`src/rtl/node_mem_stream_reader.sv`:
```
// ---------------------------------------------------------------------------
// node_mem_stream_reader
//
// Reads a run of 16-bit halfwords from a memory with fixed read latency of
// one cycle and streams them out on an Avalon-ST source. A small
// first-word-fall-through FIFO decouples the memory from the stream sink.
// Reads are only issued when the FIFO is guaranteed to have room for them,
// so the FIFO can never overflow.
//
// Ports
//   clk, reset           single clock, synchronous active-high reset
//   cmd_valid/cmd_ready  command handshake (ready only while idle)
//   cmd_addr, cmd_len    start halfword address and halfword count
//   m_address ...        memory read port (m_write/m_byteenable/m_clken fixed)
//   m_readdata           read data, valid the cycle after m_chipselect
//   st_data/st_valid/    stream source; st_sop marks the first word of a
//   st_ready/st_sop/     transfer and st_eop the last one
//   st_eop
//   busy                 high while a transfer is in progress
//   done                 one-cycle pulse: transfer finished (or zero length)
//   err                  one-cycle pulse: start address out of range
// ---------------------------------------------------------------------------
module node_mem_stream_reader #(
    parameter int unsigned ADDR_W     = 15,
    parameter int unsigned MEM_WORDS  = 20480,
    parameter int unsigned LEN_W      = 16,
    parameter int unsigned FIFO_DEPTH = 4
) (
    input  logic              clk,
    input  logic              reset,
    // Command interface
    input  logic              cmd_valid,
    output logic              cmd_ready,
    input  logic [ADDR_W-1:0] cmd_addr,
    input  logic [LEN_W-1:0]  cmd_len,
    // Memory read port
    output logic [ADDR_W-1:0] m_address,
    output logic              m_chipselect,
    output logic              m_write,
    output logic [1:0]        m_byteenable,
    output logic              m_clken,
    input  logic [15:0]       m_readdata,
    // Stream source
    output logic [15:0]       st_data,
    output logic              st_valid,
    input  logic              st_ready,
    output logic              st_sop,
    output logic              st_eop,
    // Status
    output logic              busy,
    output logic              done,
    output logic              err
);

    localparam int unsigned PtrW = (FIFO_DEPTH > 1) ? $clog2(FIFO_DEPTH) : 1;
    localparam int unsigned CntW = PtrW + 1;

    typedef enum logic [1:0] {
        StIdle,
        StRead,
        StDrain
    } state_e;

    typedef struct packed {
        logic        sop;
        logic        eop;
        logic [15:0] data;
    } entry_t;

    // Control state
    state_e            state_q, state_d;
    logic [ADDR_W-1:0] addr_q, addr_d;
    logic [LEN_W-1:0]  remain_q, remain_d;
    logic              first_q, first_d;      // next issued read is the first one
    logic              infl_q, infl_d;        // read issued last cycle, data on m_readdata now
    logic              infl_sop_q, infl_sop_d;
    logic              infl_eop_q, infl_eop_d;
    logic              done_q, done_d;
    logic              err_q, err_d;

    // Output FIFO
    entry_t            mem_q [FIFO_DEPTH];
    entry_t            mem_d [FIFO_DEPTH];
    logic [PtrW-1:0]   wr_ptr_q, wr_ptr_d;
    logic [PtrW-1:0]   rd_ptr_q, rd_ptr_d;
    logic [CntW-1:0]   count_q, count_d;

    logic              issue;
    logic              push;
    logic              pop;
    logic              addr_oob;
    logic [CntW-1:0]   occupancy;
    entry_t            head;

    // -----------------------------------------------------------------------
    // Datapath decode
    // -----------------------------------------------------------------------
    always_comb begin
        // Words already buffered plus the one still coming back from memory.
        occupancy = count_q + CntW'(infl_q);
        issue     = (state_q == StRead) && (occupancy < CntW'(FIFO_DEPTH)) &&
                    (remain_q != '0);
        push      = infl_q;
        head      = mem_q[rd_ptr_q];
        pop       = (count_q != '0) && st_ready;
        addr_oob  = (32'(cmd_addr) >= MEM_WORDS);
    end

    // -----------------------------------------------------------------------
    // Next-state logic
    // -----------------------------------------------------------------------
    always_comb begin
        state_d    = state_q;
        addr_d     = addr_q;
        remain_d   = remain_q;
        first_d    = first_q;
        done_d     = 1'b0;
        err_d      = 1'b0;
        infl_d     = issue;
        infl_sop_d = issue && first_q;
        infl_eop_d = issue && (remain_q == LEN_W'(1));

        case (state_q)
            StIdle: begin
                if (cmd_valid) begin
                    if (cmd_len == '0) begin
                        done_d = 1'b1;
                    end else if (addr_oob) begin
                        err_d = 1'b1;
                    end else begin
                        addr_d   = cmd_addr;
                        remain_d = cmd_len;
                        first_d  = 1'b1;
                        state_d  = StRead;
                    end
                end
            end
            StRead: begin
                if (issue) begin
                    if (addr_q == ADDR_W'(MEM_WORDS - 1)) begin
                        addr_d = '0;
                    end else begin
                        addr_d = addr_q + ADDR_W'(1);
                    end
                    remain_d = remain_q - LEN_W'(1);
                    first_d  = 1'b0;
                    if (remain_q == LEN_W'(1)) begin
                        state_d = StDrain;
                    end
                end
            end
            StDrain: begin
                // The eop word is the last one of the transfer: once it leaves
                // the FIFO nothing is buffered and nothing is in flight.
                if (pop && head.eop && (count_q == CntW'(1)) && !infl_q) begin
                    state_d = StIdle;
                    done_d  = 1'b1;
                end
            end
            default: begin
                state_d = StIdle;
            end
        endcase
    end

    // -----------------------------------------------------------------------
    // FIFO next-state
    // -----------------------------------------------------------------------
    always_comb begin
        mem_d    = mem_q;
        wr_ptr_d = wr_ptr_q;
        rd_ptr_d = rd_ptr_q;
        count_d  = count_q;

        if (push) begin
            mem_d[wr_ptr_q] = '{sop: infl_sop_q, eop: infl_eop_q, data: m_readdata};
            wr_ptr_d        = wr_ptr_q + PtrW'(1);
        end
        if (pop) begin
            rd_ptr_d = rd_ptr_q + PtrW'(1);
        end

        case ({push, pop})
            2'b10:   count_d = count_q + CntW'(1);
            2'b01:   count_d = count_q - CntW'(1);
            default: count_d = count_q;
        endcase
    end

    // -----------------------------------------------------------------------
    // State registers
    // -----------------------------------------------------------------------
    always_ff @(posedge clk) begin
        if (reset) begin
            state_q    <= StIdle;
            addr_q     <= '0;
            remain_q   <= '0;
            first_q    <= 1'b0;
            infl_q     <= 1'b0;
            infl_sop_q <= 1'b0;
            infl_eop_q <= 1'b0;
            done_q     <= 1'b0;
            err_q      <= 1'b0;
            wr_ptr_q   <= '0;
            rd_ptr_q   <= '0;
            count_q    <= '0;
        end else begin
            state_q    <= state_d;
            addr_q     <= addr_d;
            remain_q   <= remain_d;
            first_q    <= first_d;
            infl_q     <= infl_d;
            infl_sop_q <= infl_sop_d;
            infl_eop_q <= infl_eop_d;
            done_q     <= done_d;
            err_q      <= err_d;
            wr_ptr_q   <= wr_ptr_d;
            rd_ptr_q   <= rd_ptr_d;
            count_q    <= count_d;
        end
    end

    // Storage needs no reset: st_valid masks stale entries.
    always_ff @(posedge clk) begin
        mem_q <= mem_d;
    end

    // -----------------------------------------------------------------------
    // Outputs
    // -----------------------------------------------------------------------
    always_comb begin
        cmd_ready    = (state_q == StIdle);
        m_address    = addr_q;
        m_chipselect = issue;
        m_write      = 1'b0;
        m_byteenable = 2'b11;
        m_clken      = 1'b1;
        st_valid     = (count_q != '0);
        st_data      = head.data;
        st_sop       = st_valid && head.sop;
        st_eop       = st_valid && head.eop;
        busy         = (state_q != StIdle);
        done         = done_q;
        err          = err_q;
    end

endmodule

```
`config.mk`:
```
export PLATFORM = sky130hd
export DESIGN_NAME = node_mem_stream_reader
export DESIGN_NICKNAME = d
export VERILOG_FILES = /design/src/rtl/node_mem_stream_reader.sv
export SDC_FILE = /design/constraint.sdc
export NUM_CORES = 1
export LEC_CHECK = 0
export ABC_CLOCK_PERIOD_IN_PS = 1980
export BUFFER_PORTS_ARGS = -buffer_cell sky130_fd_sc_hd__buf_2
export CORE_MARGIN = 8
export CORE_UTILIZATION = 30
export DETAILED_ROUTE_END_ITERATION = 6
export GPL_TIMING_DRIVEN = 0
export PLACE_DENSITY = 0.59
export SLEW_MARGIN = 0
export SYNTH_ARGS = -nofsm -noshare
export SYNTH_HDL_FRONTEND = slang
export SYNTH_SLANG_ARGS = --single-unit
```
`constraint.sdc`:
```
create_clock -name clk -period 1.98 [get_ports clk]
set_input_delay 0.297 -clock clk [delete_from_list [all_inputs] [get_ports clk]]
set_output_delay 0.297 -clock clk [all_outputs]
set_load 0.02 [all_outputs]
```
Word-level counts from Yosys, hierarchy flattened:

Index checks and enable logic that the tools add are counted.

* add/subtract/negate cells: 7
* order comparisons: 5
* eq/ne operators: 13
* muxes and demuxes: 35
* bitwise operators: 4
* reductions and logical operators: 22

Operator list (number)
* two-way mux 15 bit: 5
* bitwise mux 72 bit: 1
* two-way mux 16 bit: 4
* two-way mux 18 bit: 3
* binary-select mux 18 bit (select 2 bit): 1
* demux 18 bit (select 2 bit): 1
* one-hot mux 16 bit (2 select lines): 1
* one-hot mux 15 bit (2 select lines): 1
* equality test 16 x 1 -> 1 bit, second input constant: 1
* logical NOT 16 bit: 1
* nonzero test 16 bit: 1
* subtractor 16 x 1 -> 16 bit, second input constant: 1
* adder 15 x 1 -> 15 bit, second input constant: 1
* equality test 15 bit, second input constant: 1
* >= comparator 15 bit, second input constant: 1
* two-way mux 2 bit: 6
* logical AND 1 bit: 11
* != test 2 bit, second input constant: 5
* two-way mux 1 bit: 8
* >= comparator 3 bit, second input constant: 2
* inverter 2 -> 3 bit: 2
* one-hot mux 2 bit (3 select lines): 1
* one-hot mux 3 bit (2 select lines): 1
* AND reduction 6 bit: 1
* 18 further kinds: 25

* flip-flop bits (word level): 118
* bits of input ports: 51
* output and inout port bits: 43

Logic depth before layout (Yosys ltp):

* depth after elaboration: 9
* depth in mapped cells: 10
* gate-level depth less buffers: 8

Worst setup path before layout:

OpenSTA, ideal clock, no wires.

* kind: reg-to-reg
* start point: register remain_q[8]
* end point: register remain_q[11]
* setup time: 0.132 ns
* data arrival time: 1.995 ns
* setup slack: -0.148 ns
* stages on the path, launching flop included: 9
* buffers on the path: 1
* period minus slack after synthesis: 2.128 ns
* cell sequence: dfxtp_1 or4_4 nor4_4 nand2_1 nand2_2 inv_4 clkbuf_1 a32oi_1 a21oi_1

* cells in the longest elaborated chain, start to end: 4
* elaborated cells between the ends (all ways): 7
* classes of those cells: 1 x add/sub; 1 x eq/ne; 2 x mux; 3 x reduce/logical

Ends and longest elaborated chain
* start: declaration: RTL line 73 `logic [LEN_W-1:0] remain_q, remain_d;`
* start signal: assignment: RTL line 210 `remain_q <= remain_d;`
* nonzero test 16 bit: RTL line 102 `(remain_q != '0);`
* logical AND 1 bit: RTL line 101 `issue = (state_q == StRead) && (occupancy < CntW'(FIFO_DEPTH)) &&`
* via m_chipselect: RTL line 38 `output logic m_chipselect,`
* != test 2 bit (no source line)
* AND reduction 5 bit (no source line)

The timed path passes the listed nets, and every way through them passes these cells. The select of a mux whose other input is x is not followed.
A chain may end at the register's enable or synchronous reset.

Final worst setup path:

* start point: register remain_q[5]
* end point: output port m_chipselect

* cells in the longest elaborated chain, start to end: 2

Ends and longest elaborated chain (RTL line)
* nonzero test 16 bit: 102
* logical AND 1 bit: 101
* end: declaration: 38

Every way passes these cells.

==> out/results.txt <==
mapped cell area: 0.00536 mm²
PD cells: 1150 mW/mm²
# H-tree levels: 4
endpoint class of the critical path: primary output
Finished Cell Area: 0.00760 mm²
top cell type's share of synthesized area: 40.3%
number of synthesized flops with an enable pin: 72
DR vias/cell: 5.24
Inst Count DP: 773
crit path from: remain_q[5]
TritonCTS Sinks: 118
Post-Place Cell Area: 0.00612 mm²
global route overflow: 0
RSZ-0062 raised after global routing: true
crit path DAT: 2090 ps
top cells by area, synth: edfxtp_1, dfxtp_1, mux4_2
worst vdd ir: 1020 µV
Final Slew Violations: 0
vias in the first global route: 4564
Die X: 150 µm
Ys Warns: 0
setup ws final: -409 ps
Gate Count Post-Synth: 454
Setup crit end: m_chipselect
area grow syn2layout: 41.7%
WHS: 95.7 ps
wire per inst: 18.7 µm
TritonCTS clock tree: yes
clock root cell: clkbuf_16
Worst Tran Pin Value: 981 ps
post-layout net count: 663
Crit Path Category: flip-flop to primary output
die height: 150 µm
Initial Util: 30.2%
RR Endpoint: m_address[13]
Core ar.: 0.0178 mm²
RD Place Congestion: 0.905
Post-Layout Cell Count: 842
drt pass-1 iters: 6
Max Clock Skew: 12.4 ps
final hold vios: 0
post-DP HPWL: 10.2 mm
Port Buf Inserts: 88
async set-reset flop share out of synthesis: 0%
clock period minus worst slack: 2390 ps
sequential area share after synthesis: 57.5%
Reg clk slew, reported paths: 60 ps
synthesized flop and latch total: 118
status: complete, but fails checks
initial antenna violation count: 0
fin crit share: 121%
post-synth cell types: 58
final setup vio count: 46
Final ANT Viol Nets: 0
Iter 0 DRT Violations: 467
Slew headroom: 34.6%
die area: 0.0224 mm²
IO Count: 94
via count: 4415
DRC: 0
data required time of the worst path: 1680 ps
Worst Setup Start Kind: flip-flop
first-pass GRT wire length: 24.2 mm
Leakage: 2.86 nW
largest net degree at the start of global routing: 19
# Max-Cap Violations: 0
crit path max fanout: 3
Hold/Removal Path Class: input pin to flip-flop
routed wire length: 15.8 mm
worst r2r src: remain_q[5]
Reg2Reg Depth: 12
setup tns final: -8550 ps
failing checks: negative setup slack
Reg2Reg Setup Slack: -370 ps
Synth Flop Type: edfxtp_1
share of post-route cells with drive strength above 1: 40.5%
Max Fclk: 419 MHz
leading area contributor after synthesis: edfxtp_1
Worst-Skew Late Latency: 420 ps
CTS max path bufs: 2
TritonCTS buffer count: 17
syn_area_per_cell: 11.8 µm²
# rows: 49
gr usage total: 14.0%
## cells in the mapped netlist (all sizes together), types with 2 or more instances
master   n
a31oi    5
xor2     6
or4      6
mux2i    3
nor4     8
and2     9
o31ai    6
o22ai    6
edfxtp  72
a22oi    3
nand4    7
nor3    12
inv     14
a21oi   28
buf     12
conb     2
or3      6
and3     3
nand2b   4
dfxtp   46
o21ai   20
a211oi   5
mux4    18
nor2b    3
a32oi    5
nor2    40
nand2   37
xnor2    2
ha      13
o211a    3
a311oi   2
o22a     2
nand3   14
and4     2
clkbuf  18
## per-layer routing
| metal | up-vias | part of all wire, % | GRT usage, % |
|---|---|---|---|
| met2 | 243 | 47 | 22.2 |
| li1 | 2004 | - | - |
| met1 | 2140 | 42 | 17.4 |
| met3 | 28 | 9.2 | 4.84 |
| met5 | - | 0 | 0 |
| met4 | 0 | 1.6 | 5.25 |
## critical path, cell delays in order (launching register included)
cell,delay [ps]
dfxtp_4,340
or4_4,540
nor4_4,270
nand2_1,100
nand2_2,110
inv_4,40
clkbuf_16,140
buf_8,120
## power by group
group	internal (W)	switching, W
clock network	0.00212	0.00116
logic	0.00136	0.00124
registers	0.00274	0.000135
## kinds of logic (layout without fill, tap and decap cells)
logic type | after synthesis | count (layout) | share of synthesized area, %
compound gates | 93 | 93 | 11.0
xor+xnor | 8 | 8 | 1.31
fa+ha+maj | 13 | 13 | 3.03
buf+inv | 44 | 200 | 3.85
flops | 118 | 118 | 57.5
mux | 21 | 21 | 8.12
other cells | 2 | 5 | 0.140
simple gates | 155 | 155 | 15.0
## flip-flops by register name (all words and copies together) (netlist names)
register	flops
count_q	3
done	1
err	1
first_q	1
infl_eop_q	1
infl_q	1
infl_sop_q	1
m_address	15
mem_q	72
rd_ptr_q	2
remain_q	16
state_q	2
wr_ptr_q	2
## how the worst min path moves through the flow
stage / endpoint / from / depth (start not counted)
2_1_floorplan: mem_q[0] / m_readdata[0] / 0
3_3_place_gp: mem_q[34] / infl_eop_q / 0
3_5_place_dp: mem_q[35] / infl_sop_q / 0
4_1_cts: mem_q[11] / m_readdata[11] / 1
5_1_grt: mem_q[27] / m_readdata[9] / 1
6_report: mem_q[27] / m_readdata[9] / 1
## cell usage in the layout, fill, tap and decap left out, types with 8 or more instances in the layout
cell type and instances:
buf_2 70, nor2_1 36, dfxtp_2 9, nor3_1 12
inv_1 13, nand2_1 34, dfxtp_1 33, nand3_1 13
edfxtp_1 72, clkbuf_16 18, buf_4 29, ha_1 11
clkbuf_1 12, o21ai_0 8, mux4_2 18, buf_6 25
a21oi_1 21
## area by class of cell
| type | instances | area, µm² |
|---|---|---|
| clock inverters | 14 | 200 |
| diodes | 1 | 2.50 |
| flip-flops and latches | 118 | 3110 |
| fillers | 1660 | 10200 |
| well taps | 229 | 287 |
| multi-input cells | 294 | 2250 |
| plain buffers | 26 | 228 |
| clock buffers | 18 | 429 |
| repair buffers | 128 | 1030 |
| inverters | 14 | 55.1 |
## stage by stage
stage | util, % | power (W) | setup WS (ps)
after global routing | 42.7 | 0.00909 | -504
after detailed placement | 34.4 | 0.00465 | -483
after floorplan | - | 0.00411 | 2.23
final | 42.7 | 0.00875 | -409
after CTS | 42.1 | 0.00867 | -392
after global placement | 34.4 | 0.00461 | -460
## what timing repair did
action	CTS	global route
setup endpoints to repair	54	52
resized for setup	122	17
cloned	4	0
hold buffers	0	0
buffers inserted	29	8
pin swaps	35	9
Note: power is estimated with default switching activity, not from simulation.
